## src/rtl/icache_mt_pkg.sv

```systemverilog
`default_nettype none
// ============================================================================
// Module   : icache_mt_pkg
// Purpose  : Shared widths, slowmem timing, miss-FSM encoding and the log2
//            helper used to derive the cache index width.
// Ports    : none (package)
// Revision : 1.0 - initial release
// ============================================================================
package icache_mt_pkg;

    localparam int ADDR_W   = 16;   // default fetch/slowmem address width
    localparam int WORD_W   = 16;   // default instruction word width
    localparam int MEMDELAY = 4;    // nominal slowmem latency in cycles

    typedef enum logic [1:0] {
        ST_IDLE = 2'd0,
        ST_REQ  = 2'd1,
        ST_WAIT = 2'd2
    } miss_state_e;

    // Ceiling log2 for elaboration-time constants (v >= 1).
    function automatic int clog2i(input int v);
        int r;
        r = 0;
        for (int i = 0; i < 31; i++) begin
            if ((1 << i) < v) begin
                r = i + 1;
            end
        end
        return r;
    endfunction

endpackage
`default_nettype wire

```

## src/rtl/icache_rr_arb.sv

```systemverilog
`default_nettype none
// ============================================================================
// Module   : icache_rr_arb
// Purpose  : Round-robin picker. Grants the first requester at or after the
//            pointer, wrapping around, and returns the pointer just past it.
// Ports    : req_i      - request vector, one bit per thread
//            ptr_i      - current round-robin pointer
//            grant_o    - one-hot grant (all zero when nothing requests)
//            any_o      - at least one request present
//            next_ptr_o - grant index + 1 mod NPID (ptr_i when idle)
// Revision : 1.0 - initial release
// ============================================================================
module icache_rr_arb #(
    parameter int NPID = 2,
    parameter int PW   = 1
) (
    input  logic [NPID-1:0] req_i,
    input  logic [PW-1:0]   ptr_i,
    output logic [NPID-1:0] grant_o,
    output logic            any_o,
    output logic [PW-1:0]   next_ptr_o
);

    // Two ascending passes: first from the pointer to the top, then from
    // zero. The first hit across both passes is the round-robin winner.
    always_comb begin
        grant_o    = '0;
        any_o      = 1'b0;
        next_ptr_o = ptr_i;
        for (int i = 0; i < NPID; i++) begin
            if (!any_o && req_i[i] && (i >= int'(ptr_i))) begin
                grant_o[i] = 1'b1;
                any_o      = 1'b1;
                next_ptr_o = (i == NPID - 1) ? '0 : PW'(i + 1);
            end
        end
        for (int i = 0; i < NPID; i++) begin
            if (!any_o && req_i[i]) begin
                grant_o[i] = 1'b1;
                any_o      = 1'b1;
                next_ptr_o = (i == NPID - 1) ? '0 : PW'(i + 1);
            end
        end
    end

endmodule
`default_nettype wire

```

## src/rtl/icache_mt.sv

```systemverilog
`default_nettype none
// ============================================================================
// Module   : icache_mt
// Purpose  : Multi-thread direct-mapped instruction cache, one word per line.
//            Combinational per-thread hit lookup, one outstanding miss to a
//            read-only slowmem port, store snooping and global invalidate.
// Ports    : clk, reset (async, active-low)
//            pc/ir/hit          - per-thread fetch address, word, hit flag
//            inv_all            - clear every valid bit
//            snoop_we/addr/data - data-side store to keep lines coherent
//            strobe/rnotw/addr  - slowmem request (registered)
//            mfc/rdata          - slowmem completion and read data
// Revision : 1.0 - initial release
// ============================================================================
module icache_mt
    import icache_mt_pkg::*;
#(
    parameter int NPID  = 2,
    parameter int LINES = 8,
    parameter int AW    = ADDR_W,
    parameter int DW    = WORD_W
) (
    input  logic             clk,
    input  logic             reset,
    input  logic [NPID*AW-1:0] pc,
    output logic [NPID*DW-1:0] ir,
    output logic [NPID-1:0]  hit,
    input  logic             inv_all,
    input  logic             snoop_we,
    input  logic [AW-1:0]    snoop_addr,
    input  logic [DW-1:0]    snoop_data,
    output logic             strobe,
    output logic             rnotw,
    output logic [AW-1:0]    addr,
    input  logic             mfc,
    input  logic [DW-1:0]    rdata
);

    localparam int IW = clog2i(LINES);
    localparam int TW = AW - IW;
    localparam int PW = (NPID > 1) ? clog2i(NPID) : 1;

    // Line storage
    logic [LINES-1:0] valid_q;
    logic [TW-1:0]    tag_q  [LINES];
    logic [DW-1:0]    data_q [LINES];

    // Miss engine state
    miss_state_e   state_q, state_d;
    logic          strobe_q, strobe_d;
    logic [AW-1:0] addr_q, addr_d;
    logic [PW-1:0] rr_q, rr_d;
    logic          discard_q, discard_d;   // inv_all hit while miss pending
    logic          snpflag_q, snpflag_d;   // store to the miss address seen
    logic [DW-1:0] snpdata_q, snpdata_d;

    logic [NPID-1:0] w_grant;
    logic            w_any_miss;
    logic [PW-1:0]   w_rr_next;
    logic [AW-1:0]   w_sel_pc;
    logic            w_fill;
    logic [DW-1:0]   w_fill_data;
    logic            w_snoop_miss;
    logic            w_snoop_line;

    wire [IW-1:0] w_fidx = addr_q[IW-1:0];
    wire [TW-1:0] w_ftag = addr_q[AW-1:IW];
    wire [IW-1:0] w_sidx = snoop_addr[IW-1:0];
    wire [TW-1:0] w_stag = snoop_addr[AW-1:IW];

    // Per-thread combinational lookup
    for (genvar p = 0; p < NPID; p++) begin : g_port
        wire [AW-1:0] w_pc  = pc[p*AW +: AW];
        wire [IW-1:0] w_idx = w_pc[IW-1:0];
        assign hit[p]          = valid_q[w_idx] && (tag_q[w_idx] == w_pc[AW-1:IW]);
        assign ir[p*DW +: DW]  = data_q[w_idx];
    end

    icache_rr_arb #(
        .NPID (NPID),
        .PW   (PW)
    ) u_arb (
        .req_i      (~hit),
        .ptr_i      (rr_q),
        .grant_o    (w_grant),
        .any_o      (w_any_miss),
        .next_ptr_o (w_rr_next)
    );

    always_comb begin
        w_sel_pc = '0;
        for (int p = 0; p < NPID; p++) begin
            if (w_grant[p]) begin
                w_sel_pc = pc[p*AW +: AW];
            end
        end
    end

    assign w_snoop_miss = snoop_we && (snoop_addr == addr_q);
    assign w_snoop_line = snoop_we && valid_q[w_sidx] && (tag_q[w_sidx] == w_stag);

    // A store landing on the same edge as the fill supersedes the memory word
    // as well as any earlier captured store.
    assign w_fill_data = w_snoop_miss ? snoop_data :
                         (snpflag_q   ? snpdata_q  : rdata);

    always_comb begin
        state_d   = state_q;
        strobe_d  = 1'b0;
        addr_d    = addr_q;
        rr_d      = rr_q;
        discard_d = discard_q;
        snpflag_d = snpflag_q;
        snpdata_d = snpdata_q;
        w_fill    = 1'b0;
        case (state_q)
            ST_IDLE: begin
                if (w_any_miss) begin
                    addr_d    = w_sel_pc;
                    strobe_d  = 1'b1;
                    rr_d      = w_rr_next;
                    discard_d = 1'b0;
                    snpflag_d = 1'b0;
                    state_d   = ST_REQ;
                end
            end
            ST_REQ: begin
                state_d = ST_WAIT;
            end
            ST_WAIT: begin
                if (mfc) begin
                    w_fill  = !discard_q && !inv_all;
                    state_d = ST_IDLE;
                end
            end
            default: begin
                state_d = ST_IDLE;
            end
        endcase
        if (state_q != ST_IDLE) begin
            if (w_snoop_miss) begin
                snpflag_d = 1'b1;
                snpdata_d = snoop_data;
            end
            if (inv_all) begin
                discard_d = 1'b1;
            end
        end
    end

    always_ff @(posedge clk or negedge reset) begin
        if (!reset) begin
            state_q   <= ST_IDLE;
            strobe_q  <= 1'b0;
            addr_q    <= '0;
            rr_q      <= '0;
            discard_q <= 1'b0;
            snpflag_q <= 1'b0;
            snpdata_q <= '0;
        end else begin
            state_q   <= state_d;
            strobe_q  <= strobe_d;
            addr_q    <= addr_d;
            rr_q      <= rr_d;
            discard_q <= discard_d;
            snpflag_q <= snpflag_d;
            snpdata_q <= snpdata_d;
        end
    end

    always_ff @(posedge clk or negedge reset) begin
        if (!reset) begin
            valid_q <= '0;
        end else if (inv_all) begin
            valid_q <= '0;
        end else if (w_fill) begin
            valid_q[w_fidx] <= 1'b1;
        end
    end

    // Fill is written after the snoop so that a same-index fill with a
    // different tag replaces the line and the snoop is dropped.
    always_ff @(posedge clk) begin
        if (!inv_all) begin
            if (w_snoop_line) begin
                data_q[w_sidx] <= snoop_data;
            end
            if (w_fill) begin
                tag_q[w_fidx]  <= w_ftag;
                data_q[w_fidx] <= w_fill_data;
            end
        end
    end

    assign strobe = strobe_q;
    assign addr   = addr_q;
    assign rnotw  = 1'b1;

endmodule
`default_nettype wire

```

## config.mk

```make
export PLATFORM = sky130hd
export DESIGN_NAME = icache_mt
export DESIGN_NICKNAME = d
export VERILOG_FILES = /design/src/rtl/icache_mt_pkg.sv /design/src/rtl/icache_rr_arb.sv /design/src/rtl/icache_mt.sv
export SDC_FILE = /design/constraint.sdc
export NUM_CORES = 1
export LEC_CHECK = 0
export BUFFER_PORTS_ARGS = -buffer_cell sky130_fd_sc_hd__buf_2
export CAP_MARGIN = 10
export CORE_ASPECT_RATIO = 1.4
export CORE_UTILIZATION = 54
export CTS_CLUSTER_SIZE = 14
export DETAILED_ROUTE_END_ITERATION = 12
export GPL_TIMING_DRIVEN = 0
export HOLD_SLACK_MARGIN = 0.08
export PLACE_DENSITY = 0.73
export RECOVER_POWER = 25
export REMOVE_ABC_BUFFERS = 1
export SETUP_SLACK_MARGIN = 0.3
export SLEW_MARGIN = 0
export SYNTH_ARGS = -nofsm -noshare
export SYNTH_HDL_FRONTEND = slang
export SYNTH_SLANG_ARGS = --single-unit
```

## constraint.sdc

```tcl
create_clock -name clk -period 4.1 [get_ports clk]
set_clock_uncertainty 0.1 [all_clocks]
set_input_delay 0.41 -clock clk [delete_from_list [all_inputs] [get_ports clk]]
set_output_delay 0.41 -clock clk [all_outputs]
set_load 0.05 [all_outputs]
```

[Word-level counts from Yosys, hierarchy flattened]
Memories as Yosys holds them, arrays and structs flattened.
Index checks and enable logic that the tools add are counted.
Word-level totals
  bits in registers: 46
  memory bits (writable): 232
  bits of input ports: 85
  output and inout port bits: 52
  logic and storage cells: 96
  memories: 2
Cells by class
  magnitude comparators: 6
  eq/ne operators: 8
  muxes and demuxes: 46
  bitwise logic cells: 2
  reductions and logical operators: 24
Memory list
  data_q: words 8, width 16, read ports 2, clocked after memory_dff 0, write ports 2, line icache_mt.sv:46  | logic [DW-1:0] data_q [LINES];
  tag_q: words 8, width 13, read ports 3, clocked after memory_dff 0, write ports 1, line icache_mt.sv:45  | logic [TW-1:0] tag_q [LINES];
Operators by type and width (count)
  2-to-1 mux 16 bit: 4
  == test 13 bit: 3
  2-to-1 mux 1 bit: 33
  == test 16 bit: 1
  < comparator 3 x 4 -> 1 bit (second input constant): 4
  2-to-1 mux 8 bit: 2
  logical AND 1 bit: 11
  binary-select mux 1 bit (select 3 bit): 3
  OR 8 bit: 1
  case mux 2 bit (3 select lines): 1
  AND reduction 2 bit: 3
  logical NOT 1 bit: 5
  2-to-1 mux 2 bit: 2
  nonzero test 2 bit: 2
  nonzero test 4 bit: 1
  demux 1 bit (select 3 bit): 1
  >= comparator 3 x 1 -> 1 bit (second input constant): 1
  AND reduction 3 bit: 1
  == test 2 x 1 -> 1 bit (second input constant): 1
  == test 2 bit (second input constant): 1
  logical NOT 2 bit: 1
  != test 2 x 1 -> 1 bit (second input constant): 1
  != test 2 bit (second input constant): 1
  NOT 2 bit: 1
  >= comparator 1 bit (first input constant): 1

[Longest topological paths before layout]
  depth in word-level cells: 19
  depth in mapped cells: 13
  depth with buffers taken out: 9

[Cells and area by module]
Synthesis repeated with hierarchy kept, for this count alone.
Unflattened totals
  cell total of the unflattened synthesis: 1121
  area, all modules: 16130.5 µm²
Modules (own cells, without submodules)
  icache_mt: times used 1, cells each 1115, area an instance 16095.4 µm², sequential area each 8117.8 µm²
  icache_rr_arb: times used 1, cells each 6, area an instance 35.0 µm², sequential area each 0.0 µm²

[Least setup slack after synthesis]
Ideal clock, no wire load.
  path type: input to register
  start: input snoop_addr[2]
  end: memory data_q[0][0] in the netlist's numbering, enable pin
  setup time: 0.414 ns
  arrival: 3.603 ns
  data required time: 3.586 ns
  path slack: -0.017 ns
  cell stages on the path: 10
  buffers on the path: 2
  path through: clkbuf_1 -> clkbuf_1 -> nor2_1 -> a221oi_1 -> o22ai_1 -> xnor2_1 -> o2111ai_1 -> nor4_1 -> nand2_1 -> o31ai_1
RTL lines
  start: declaration: line icache_mt.sv:30  | input logic [AW-1:0] snoop_addr,
  end: declaration: line icache_mt.sv:46

==> results.md <==
- Clock buffer depth: 3
- Ys flop type: edfxtp_1
- Syn avg cell area: 13.3 um2
- List of most frequent post-synthesis cells: edfxtp_1, nand2_1, o21ai_0, mux4_2, clkbuf_1
- Mapped cell area: 15700 um2
- Fin Hold WS: 0.0954 ns
- Post-layout minimum cycle time: 3.76 ns
- TritonCTS Buffers: 28
- DRC errors left: 0
- Pleak: 0.00682 uW
- PD cells: 446 nW/um2
- Area grow syn2layout: 15.7%
- Critical Path Max Stage Delay: 0.63 ns
- WP data required: 3.59 ns
- WS Path Type: reg -> out
- Max Freq: 266 MHz
- Power after layout: 8110 uW
- Clock latency on the worst-skew pair: 0.56 ns
- Number of global-route vias before repair: 11200
- Crit Path Max Fanout: 4
- Failing checks: max-capacitance violations, max-slew violations
- Ys async rst share: 16.5%
- Antenna-violating nets left: 0
- Layout fillers: 2108
- Area of the die: 29800 um2
- H-tree depth: 1
- GRT Total Usage: 31.2%
- Drt pass-1 iters: 6
- Proportion of layout cells with a drive suffix above 1: 32.3%
- Worst-path cell chain: mux4_2 > mux2i_1 > xor2_1 > nand4_1 > or4_4 > inv_2 > clkbuf_4
- Die X-Extent: 146 um
- RSZ-0062 raised after global routing: false
- Worst min-delay path class: in -> reg
- IO buf count: 135
- Least-Margin Pin Slew: 2.03 ns
- Final hold violation count: 0
- Max_slew headroom: -35.6%
- Post-synth EDFFs: 232
- Setup violators final: 0
- DIE HEIGHT: 204 um
- Initial antenna violation count: 2
- CTS root buffer: clkbuf_16
- Remaining global-route overflow: 0
- CP max-delay cell: or4_4
- Overall via count from detail_route: 11200
- Max Slew Vio Count: 29
- Crit start category: flop
- Status: complete, but fails checks
- Final WS setup: 0.341 ns
- Max-cap violations: 1
- Area fraction of the dominant cell type after synthesis: 44.3%
- Initial DRC count: 1222
- Placed Cells: 1611
- Distinct cell type count after synthesis: 50
- Gp weighted congestion: 0.908
- Worst ir drop on vdd: 0.000353 V
- Period utilization: 91.7%
- I/O pin cnt: 137
- Core area: 28500 um2
- Largest net degree at the start of global routing: 41
- Non-Filler Instances: 1682
- Via/cell ratio: 6.65
- Row count: 73
- Setup crit end kind: primary output
- Routed Wire Length: 46000 um
- Setup slack, reg-to-reg: 0.49 ns
- Place WS: -0.840 ns
- Dpl hpwl: 28800 um
- Most frequent cell after synthesis: edfxtp_1
- Initial Utilization: 55.2%
- Post-layout instance area: 18200 um2
- Wire length per cell: 27.3 um
- Nets: 1370
- Mapped Cells: 1179
- CTS clk-pin slew, worst paths: 0.07 ns
- CTS tree: built
- DP Area: 17000 um2
- Synth Register Bits: 278
- Sequential share of the synthesized area: 51.6%
- Synthesis Warnings: 0
- CP Data Arrival Time: 3.25 ns
- Post-synth top area cell: edfxtp_1
- First-pass GRT wire length: 68400 um
- Ranking of synthesized cells by area: edfxtp_1, mux4_2, dfrtp_1
- Clock sink total: 278
==> where the power goes <==
| group | internal [uW] | total [uW] | switching (uW) | leakage (uW) |
|---|---|---|---|---|
| clock | 1490 | 2590 | 1100 | 0.000455 |
| sequential | 3380 | 3700 | 313 | 0.00267 |
| combinational | 618 | 1820 | 1200 | 0.00370 |
| total | 5490 | 8110 | 2610 | 0.00682 |
==> cell type report <==
type,count,area [um2],area share [%]
inverters,21,82.6,0.454
well taps,375,469,2.58
clock inverters,12,119,0.653
repair buffers,182,1440,7.93
clock buffers,39,803,4.42
multi-input cells,774,7160,39.3
diodes,1,2.50,0.0138
flip-flops and latches,278,8120,44.6
==> placed cells by master, fill, tap and decap left out, drive strengths merged, types with 3 or more instances in the layout <==
| master | n |
|---|---|
| edfxtp | 232 |
| buf | 176 |
| o21ai | 155 |
| nand2 | 152 |
| mux4 | 126 |
| mux2 | 61 |
| mux2i | 59 |
| dfrtp | 46 |
| clkbuf | 42 |
| xor2 | 32 |
| a21oi | 31 |
| nor2 | 27 |
| a22oi | 25 |
| inv | 21 |
| xnor2 | 19 |
| a221oi | 16 |
| nor2b | 8 |
| nand4 | 8 |
| clkinv | 8 |
| nand2b | 6 |
| o22ai | 5 |
| and3 | 5 |
| o2111ai | 4 |
| nor4 | 4 |
| nand3 | 4 |
| nand3b | 3 |
| nor3 | 3 |
| and2 | 3 |
| o31ai | 3 |
==> logic make-up after synthesis <==
family	Yosys count	synth area share (%)
DFF	278	51.6
xor gates and xnor gates	51	2.84
other	1	0.0238
and+or+nand+nor	228	6.36
muxes	246	26.4
buffers and inverters	127	3.64
AOI/OAI and AO/OA	248	9.15
==> per-stage QoR <==
stage / TNS, ns / utilization [%]
after floorplan: 0 / -
after global placement: -461.35 / 57.5
after detailed placement: -92.47 / 59.6
after CTS: 0 / 63.6
after global routing: 0 / 63.8
final: 0 / 63.8
==> worst max-delay path, delay by kind of cell, from the launching register on <==
kind                   cells  cell delay [ns]
XOR/XNOR                   1             0.37
buffers and inverters      2             0.38
flip-flops                 1             0.41
multiplexers               2             0.66
AND/OR/NAND/NOR            2             0.87
==> registers in the layout (all words and copies together) (netlist names) <==
name and flops:
data_q 128, addr 16, rr_q 1, valid_q 8
snpflag_q 1, state_q 2, snpdata_q 16, discard_q 1
strobe 1, tag_q 104
==> path summary, 6_finish.rpt <==
kind | startpoint | to | depth (start not counted)
min in group asynchronous | reset | snpdata_q[13]$_DFFE_PN0P_ | 2
worst min register to register | snpdata_q[10]$_DFFE_PN0P_ | snpdata_q[10]$_DFFE_PN0P_ | 1
worst min-delay path | inv_all | valid_q[0]$_DFFE_PN0P_ | 2
max in group asynchronous | reset | addr[4]$_DFFE_PN0P_ | 3
worst max register to register | tag_q[3][6]$_DFFE_PP_ | data_q[4][7]$_DFFE_PP_ | 9
worst max-delay path | tag_q[7][9]$_DFFE_PP_ | hit[1] | 7
==> routing by layer <==
metal	up-vias	GRT usage (%)	routed length, um
met5	-	0	14
met4	2	14.9	1960
met3	134	4.11	4430
met2	771	53.5	23300
met1	5487	39.2	16300
li1	4790	-	-
==> repair_timing <==
item	CTS	global route
setup endpoints to repair	130	100
hold endpoints to repair	19	0
pin swaps	5	6
setup buffers	7	9
cloned	1	0
hold buffers	2	0
gates resized for setup	14	4
Note: power is estimated with default switching activity, not from simulation.
